--- src/rtl/seg_marquee_if.sv ---
// rtl/seg_marquee_if.sv - message write, scroll control and display bundle for seg_marquee
interface seg_marquee_if #(
  parameter int NUM_DIGITS = 8,
  parameter int ADDR_W     = 3
);
  logic                    wr_en;
  logic [ADDR_W-1:0]       wr_addr;
  logic [6:0]              wr_data;
  logic [ADDR_W:0]         msg_len;
  logic                    run;
  logic                    step;
  logic                    dir;
  logic [7*NUM_DIGITS-1:0] hex;
  logic [ADDR_W:0]         ptr;
  logic                    wrap;

  // Board-side logic that drives the message and scroll controls
  modport master (
    output wr_en, wr_addr, wr_data, msg_len, run, step, dir,
    input  hex, ptr, wrap
  );

  // The marquee engine itself
  modport slave (
    input  wr_en, wr_addr, wr_data, msg_len, run, step, dir,
    output hex, ptr, wrap
  );
endinterface

--- src/rtl/seg_marquee.sv ---
// rtl/seg_marquee.sv - scrolling-text engine for a bank of active-low 7-segment digits
module seg_marquee #(
  parameter int NUM_DIGITS = 8,
  parameter int ADDR_W     = 3,
  parameter int GAP        = 3,
  parameter int TICK_DIV   = 50000000,
  parameter int DIV_W      = 26
) (
  input  logic         CLOCK_50,
  input  logic         Resetn,
  seg_marquee_if.slave bus
);

  localparam int               MSG_LEN  = 2**ADDR_W;
  // Stream indices reach MSG_LEN+GAP, which needs one bit more than ptr
  localparam int               EW       = ADDR_W + 2;
  localparam logic [6:0]       BLANK    = 7'h7F;
  localparam logic [DIV_W-1:0] DIV_LAST = DIV_W'(TICK_DIV - 1);
  localparam logic [ADDR_W:0]  LEN_MAX  = (ADDR_W+1)'(MSG_LEN);

  logic [DIV_W-1:0] div_q;
  logic [6:0]       mem [MSG_LEN];
  logic [6:0]       dig [NUM_DIGITS];
  logic [ADDR_W:0]  ptr_q;
  logic             wrap_q;

  logic             tick;
  logic             shift;
  logic [ADDR_W:0]  len_c;
  logic [EW-1:0]    end_w;
  logic             out_range;
  logic [EW-1:0]    idx;
  logic [EW-1:0]    idx_inc;
  logic [6:0]       ins_char;
  logic [ADDR_W:0]  ptr_nxt;
  logic             wrap_nxt;

  // Shift decision, stream index selection and character fetch
  always_comb begin
    tick      = bus.run && (div_q == DIV_LAST);
    shift     = tick || (!bus.run && bus.step);
    len_c     = (bus.msg_len > LEN_MAX) ? LEN_MAX : bus.msg_len;
    end_w     = EW'(len_c) + EW'(GAP);
    // A shrunken msg_len can leave ptr past the end; restart the pass then
    out_range = (EW'(ptr_q) >= end_w);
    idx       = out_range ? '0 : EW'(ptr_q);
    idx_inc   = idx + EW'(1);
    ins_char  = BLANK;
    if (idx < EW'(len_c)) begin
      ins_char = mem[idx[ADDR_W-1:0]];
    end
    ptr_nxt  = '0;
    wrap_nxt = 1'b0;
    // Empty stream: keep inserting blanks with ptr parked at 0
    if (end_w != '0) begin
      ptr_nxt  = (idx_inc == end_w) ? '0 : idx_inc[ADDR_W:0];
      wrap_nxt = (idx_inc == end_w) || out_range;
    end
  end

  // Scroll-rate divider, parked at 0 whenever auto-scroll is off
  always_ff @(posedge CLOCK_50) begin
    if (!Resetn || !bus.run || tick) begin
      div_q <= '0;
    end else begin
      div_q <= div_q + DIV_W'(1);
    end
  end

  // Message store; a shift in the same cycle already fetched the old entry
  always_ff @(posedge CLOCK_50) begin
    if (!Resetn) begin
      for (int i = 0; i < MSG_LEN; i++) begin
        mem[i] <= BLANK;
      end
    end else if (bus.wr_en) begin
      mem[bus.wr_addr] <= bus.wr_data;
    end
  end

  // Digit shift register plus stream pointer and wrap pulse
  always_ff @(posedge CLOCK_50) begin
    if (!Resetn) begin
      for (int k = 0; k < NUM_DIGITS; k++) begin
        dig[k] <= BLANK;
      end
      ptr_q  <= '0;
      wrap_q <= 1'b0;
    end else if (shift) begin
      if (!bus.dir) begin
        for (int k = NUM_DIGITS - 1; k > 0; k--) begin
          dig[k] <= dig[k-1];
        end
        dig[0] <= ins_char;
      end else begin
        for (int k = 0; k < NUM_DIGITS - 1; k++) begin
          dig[k] <= dig[k+1];
        end
        dig[NUM_DIGITS-1] <= ins_char;
      end
      ptr_q  <= ptr_nxt;
      wrap_q <= wrap_nxt;
    end else begin
      wrap_q <= 1'b0;
    end
  end

  for (genvar g = 0; g < NUM_DIGITS; g++) begin : g_hex
    assign bus.hex[7*g +: 7] = dig[g];
  end

  assign bus.ptr  = ptr_q;
  assign bus.wrap = wrap_q;

endmodule

--- src/flat_wrapper.sv ---
// flat-port wrapper written by rule: the top's interface ports become plain ports
module seg_marquee_flat 
#(
  parameter int NUM_DIGITS = 8,
  parameter int ADDR_W     = 3,
  parameter int GAP        = 3,
  parameter int TICK_DIV   = 50000000,
  parameter int DIV_W      = 26
)
  (CLOCK_50, Resetn, bus_wr_en, bus_wr_addr, bus_wr_data, bus_msg_len, bus_run, bus_step, bus_dir, bus_hex, bus_ptr, bus_wrap);
  seg_marquee_if #(.NUM_DIGITS(NUM_DIGITS), .ADDR_W(ADDR_W)) bus_i ();
  input  logic CLOCK_50;
  input  logic Resetn;
  input wire logic [$bits(bus_i.wr_en)-1:0] bus_wr_en;
  input wire logic [$bits(bus_i.wr_addr)-1:0] bus_wr_addr;
  input wire logic [$bits(bus_i.wr_data)-1:0] bus_wr_data;
  input wire logic [$bits(bus_i.msg_len)-1:0] bus_msg_len;
  input wire logic [$bits(bus_i.run)-1:0] bus_run;
  input wire logic [$bits(bus_i.step)-1:0] bus_step;
  input wire logic [$bits(bus_i.dir)-1:0] bus_dir;
  output wire logic [$bits(bus_i.hex)-1:0] bus_hex;
  output wire logic [$bits(bus_i.ptr)-1:0] bus_ptr;
  output wire logic [$bits(bus_i.wrap)-1:0] bus_wrap;
  assign bus_i.wr_en = bus_wr_en;
  assign bus_i.wr_addr = bus_wr_addr;
  assign bus_i.wr_data = bus_wr_data;
  assign bus_i.msg_len = bus_msg_len;
  assign bus_i.run = bus_run;
  assign bus_i.step = bus_step;
  assign bus_i.dir = bus_dir;
  assign bus_hex = bus_i.hex;
  assign bus_ptr = bus_i.ptr;
  assign bus_wrap = bus_i.wrap;
  seg_marquee #(.NUM_DIGITS(NUM_DIGITS), .ADDR_W(ADDR_W), .GAP(GAP), .TICK_DIV(TICK_DIV), .DIV_W(DIV_W)) u_core (.CLOCK_50(CLOCK_50), .Resetn(Resetn), .bus(bus_i));
endmodule
--- config.mk ---
export PLATFORM = sky130hd
export DESIGN_NAME = seg_marquee_flat
export DESIGN_NICKNAME = d
export VERILOG_FILES = /design/src/rtl/seg_marquee_if.sv /design/src/rtl/seg_marquee.sv /design/src/flat_wrapper.sv
export SDC_FILE = /design/constraint.sdc
export NUM_CORES = 1
export LEC_CHECK = 0
export ABC_AREA = 1
export BUFFER_PORTS_ARGS = -buffer_cell sky130_fd_sc_hd__clkbuf_2
export CORE_MARGIN = 5
export CORE_UTILIZATION = 35
export CTS_BUF_LIST = sky130_fd_sc_hd__clkbuf_16
export DETAILED_ROUTE_END_ITERATION = 10
export HOLD_SLACK_MARGIN = 0.02
export PLACE_DENSITY = 0.59
export SYNTH_ARGS = -nofsm -noshare
export SYNTH_HDL_FRONTEND = slang
export SYNTH_SLANG_ARGS = --single-unit
--- constraint.sdc ---
create_clock -name CLOCK_50 -period 9.5 [get_ports CLOCK_50]
set_input_delay 1.9 -clock CLOCK_50 [delete_from_list [all_inputs] [get_ports CLOCK_50]]
set_output_delay 1.9 -clock CLOCK_50 [all_outputs]
set_load 0.1 [all_outputs]
# Word-level counts from Yosys, hierarchy flattened
# Memory sizes are Yosys's and may differ from the RTL's.
# Index checks and enable logic that the tools add are counted.
totals:
  reg_bits: 31
  ram_bits: 112
  in_bits: 20
  mem_count: 2
mem_list:
  columns: ["memory", "words", "width", "rd", "rd_ports_with_merged_regs", "write_ports", "line", "rtl"]
  rows:
  - ["u_core.dig", 8, 7, 8, 0, 8, "seg_marquee.sv:23", "logic [6:0] dig [NUM_DIGITS];"]
  - ["u_core.mem", 8, 7, 1, 0, 8, "seg_marquee.sv:22", "logic [6:0] mem [MSG_LEN];"]
op_classes:
  n_mux: 36
  n_addsub: 3
  eq_ne: 2
  n_bitwise: 16
  order_cmp: 3
  n_reduce_logical: 11
ops:
  columns: ["operator", "count"]
  rows:
  - ["7-bit two-way mux", 18]
  - ["26-bit by 1-bit adder with 26-bit output, second input constant", 1]
  - ["26-bit equality test, second input constant", 1]
  - ["4-bit two-way mux", 4]
  - ["1-bit OR", 16]
  - ["1-bit two-way mux", 13]
  - ["7-bit OR reduction", 1]
  - ["4-bit by 2-bit adder with 5-bit output, second input constant", 1]
  - ["5-bit by 1-bit adder with 5-bit output, second input constant", 1]
  - ["5-bit equality test", 1]
  - ["4-bit by 5-bit greater-or-equal comparator with 1-bit output", 1]
  - ["5-bit by 4-bit < comparator with 1-bit output", 1]
  - ["5-bit nonzero test", 1]
  - ["4-bit > comparator, second input constant", 1]
  - ["1-bit logical OR", 4]
  - ["3-bit two-way mux", 1]
  - ["3-bit AND reduction", 1]
  - ["1-bit logical AND", 2]
  - ["1-bit zero test", 2]

# Longest topological paths before layout
logic_depth:
  depth_word: 9
  depth_mapped: 24

# Worst setup path before layout
# Ideal clock, no wire load.
synth_timing:
  path_kind: "input port to flip-flop"
  startpoint: "input port bus_msg_len[1]"
  endpoint: "memory u_core.dig[7][0], in the netlist u_core.dig[0][49] (data pin)"
  stages: 22
  arrival_time_ns: 4.920
  setup_time_ns: 0.258
  slack_ns: 4.322
  cell_sequence: "inv_1 nand2_1 or2_2 a21oi_1 inv_1 ha_1 ha_1 a21oi_1 nand2_1 nand3_4 nand2_2 nor2_4 buf_4 ha_1 inv_1 nor2_1 o21ai_0 nand2_1 a21oi_1 nand3_1 nand2_1 nand2_1"
synth_lines:
  columns: ["item", "line", "rtl"]
  rows:
  - ["start, declared", "flat_wrapper.sv:17", "input wire logic [$bits(bus_i.msg_len)-1:0] bus_msg_len;"]
  - ["end, declared", "seg_marquee.sv:23", null]

==> flow_summary.ini <==
[routing]
viasPerCell = 4.87
drt-initial-drc-count = 369
first_pass_iters = 4
route.detailed.drc = 0
num_vias = 5797
wirelength_mm = 18.1
ant_nets = 0
wl_per_cell_um = 15.2

[logic_synthesis]
ys_ff_latch = 143
synth.area.top_cells = edfxtp_1, nand2_1, dfxtp_1
synthMostInstantiatedCell = nand2_1
synth.avg_cell_area_um2 = 8.75
syn_inst = 831
synth_top_area_share_pct = 46.3
synthFlopType = edfxtp_1
syn_nets = 861
ys_types = 41
synth_edf_count = 112
yosysSeqAreaShare_pct = 54.8
yosys-top-cells-count = nand2_1, inv_1, edfxtp_1, nor2_1, a21oi_1
synth_top_area_cell = edfxtp_1
syn_area_um2 = 7270
ys_warn_count = 0
synthArstFlopShare_pct = 0

[sta]
hold_viol_final = 0
hold_ws_ns = 0.454
fmax_mhz = 180
tightest_slew_ns = 0.962
max-slew-margin-rel_pct = 35.2
fin_setup_tns_ns = 0
drv_slew = 0
finalSetupViolCount = 0
min_period_over_period_pct = 58.6
fin_crit_ns = 5.57
rsz0062_at_grt = false
finalClockSkew_ns = 0.0104

[worst_setup_path]
cp_max_fo = 18
path_buf_inv = 4
arrival_ns = 5.73
critPathMaxStageDelay_ns = 0.53
cp_data_required_time_ns = 9.66
cpMaxStageDelayCell = a21oi_1
worstPathCellList = clkbuf_2, inv_1, nand2_1, or2_2, a21oi_1, inv_1, ha_1, ha_1, a21oi_1, nand2_1, nand3_4, nand2_2, nor2_4, ha_1, inv_1, nor2_1, o21ai_0, nand2_1, a21oi_1, nand3_1, nand2_1, nand2_1
path_common_cell = nand2_1
start_kind = input port
end_kind = flop
critPathKind = input port to flop
path_delay_family = simple AND/OR/NAND/NOR gates

[clock_tree]
tritoncts = built
worstSkewPairLatency_ns = 0.42
postCtsSetupBuffers = 0
cts_sinks = 143
cts_max_path_buffers = 2
clk_pin_slew_ns = 0.06
cts_root_buf = clkbuf_16
holdBufCountCts = 0
htreeDepth = 4
ctsResizeCount = 0
cts-buffers-inserted = 17

[grt]
grt_max_degree = 37
grt_pass1_vias = 5501
grt_usage_pct = 15.2
grt_pass1_wl_mm = 29.0
antenna_found_initial = 0
grt.overflow.total = 0

[power]
p_int_uw = 1150
clock_power_share_pct = 43.1
pwr-share-seq_pct = 45.5
p_sw_uw = 417
power_density_nw_per_um2 = 185
p_comb_share_pct = 11.4
ir_drop_mv = 0.105
p_sw_share_pct = 26.6
leakage_uw = 0.00341

[die]
rows = 52
dieHeight_um = 154
die_w_um = 154
start_util_pct = 35.7
dieArea_um2 = 23800
core_region_area_um2 = 20400
ios = 81

[status]
outcome = finished, final reports clean

[final_layout]
syn_to_final_growth_pct = 16.5
postLayoutCoreUtil_pct = 41.6
num-nets-final = 937
antenna_cells = 0
fill_cells = 2044
drive_gt1_share_pct = 17.1

[place]
place_hpwl_mm = 12.9
numPortBuffers = 80
gp_congestion = 0.900

[flow_run]
maxCapViolations = 0

[hold_path]
hold_path_class = flop to flop
==> path summary, 6_finish.rpt <==
path / startpoint / end / slack, ns / depth (start not counted)
worst max-delay path: bus_msg_len[1] / u_core.dig[0][52]$_DFFE_PP_ / 3.93 / 22
worst min-delay path: u_core.div_q[0]$_SDFF_PP0_ / u_core.div_q[0]$_SDFF_PP0_ / 0.45 / 1
worst max register to register: u_core.bus.ptr[0]$_SDFFE_PN0N_ / u_core.dig[0][52]$_DFFE_PP_ / 5.73 / 19
worst min register to register: u_core.div_q[0]$_SDFF_PP0_ / u_core.div_q[0]$_SDFF_PP0_ / 0.45 / 1
==> per-layer routing <==
| layer | track usage, % | routed length [um] | vias up |
|---|---|---|---|
| met5 | 0 | 0 | - |
| met2 | 22.8 | 7950 | 180 |
| li1 | - | - | 2886 |
| met3 | 3.23 | 1060 | 15 |
| met1 | 22.0 | 8880 | 2716 |
| met4 | 4.54 | 221 | 0 |
==> placed cells by master, fill, tap and decap left out, types with 2 or more instances in the layout <==
cell / instances
nor2_4: 2
nand3b_1: 15
edfxtp_1: 112
clkbuf_16: 17
nor2_1: 73
or2_2: 4
o22ai_2: 7
xnor2_1: 2
o21ai_1: 4
nand2_2: 6
clkbuf_2: 80
nand3_2: 6
nor3_1: 12
clkinvlp_4: 4
inv_6: 3
bufinv_16: 3
o22ai_1: 6
o21ai_0: 19
nor2_2: 3
dfxtp_1: 31
nand4_1: 25
inv_1: 127
ha_1: 10
nand3_1: 50
clkinv_1: 3
inv_2: 13
nor3b_1: 3
a21oi_1: 53
nor3_2: 2
nand2_1: 211
==> through the flow <==
step | instance area [um2] | setup slack, ns | instances | power, uW
final | 8470 | 3.93 | 1190 | 1570
after global routing | 8470 | 3.43 | 1190 | 1620
after CTS | 8470 | 3.96 | 1190 | 1580
after detailed placement | 7880 | 3.57 | 1158 | 903
after global placement | 7880 | 3.66 | 1158 | 901
after floorplan | 7270 | 4.32 | 831 | 860
==> flip-flops by register name, indices dropped and copies added (netlist names) <==
register	count
u_core.dig	56
u_core.bus.wrap	1
u_core.mem	56
u_core.bus.ptr	4
u_core.div_q	26
==> final cells by class <==
class	instances	area (um2)	area share (%)
Clock buffer	17	425	5.02
Clock inverter	15	168	1.98
Inverter	140	526	6.21
Multi-Input combinational cell	524	2620	30.9
Sequential cell	143	3980	47.0
Tap cell	270	338	3.99
Timing Repair Buffer	81	408	4.82
==> cells by family (layout without fill, tap and decap cells) <==
logic type	after synthesis	after routing	synth area share [%]
AND/OR/NAND/NOR	418	418	26.6
XOR/XNOR	3	3	0.362
flip-flops	143	143	54.8
adder cells (fa/ha/maj)	10	10	1.72
buffers and inverters	164	253	9.16
AO/OA/AOI/OAI	93	93	7.35
==> power by group through the flow <==
stage	registers [uW]	logic [uW]	clock network, uW
CTS	712	179	686
detailed placement	725	178	0
floorplan	772	87.5	0
finish	712	178	676
global placement	724	177	0
global route	714	195	710
No activity file was read; power rests on OpenSTA's default activity.
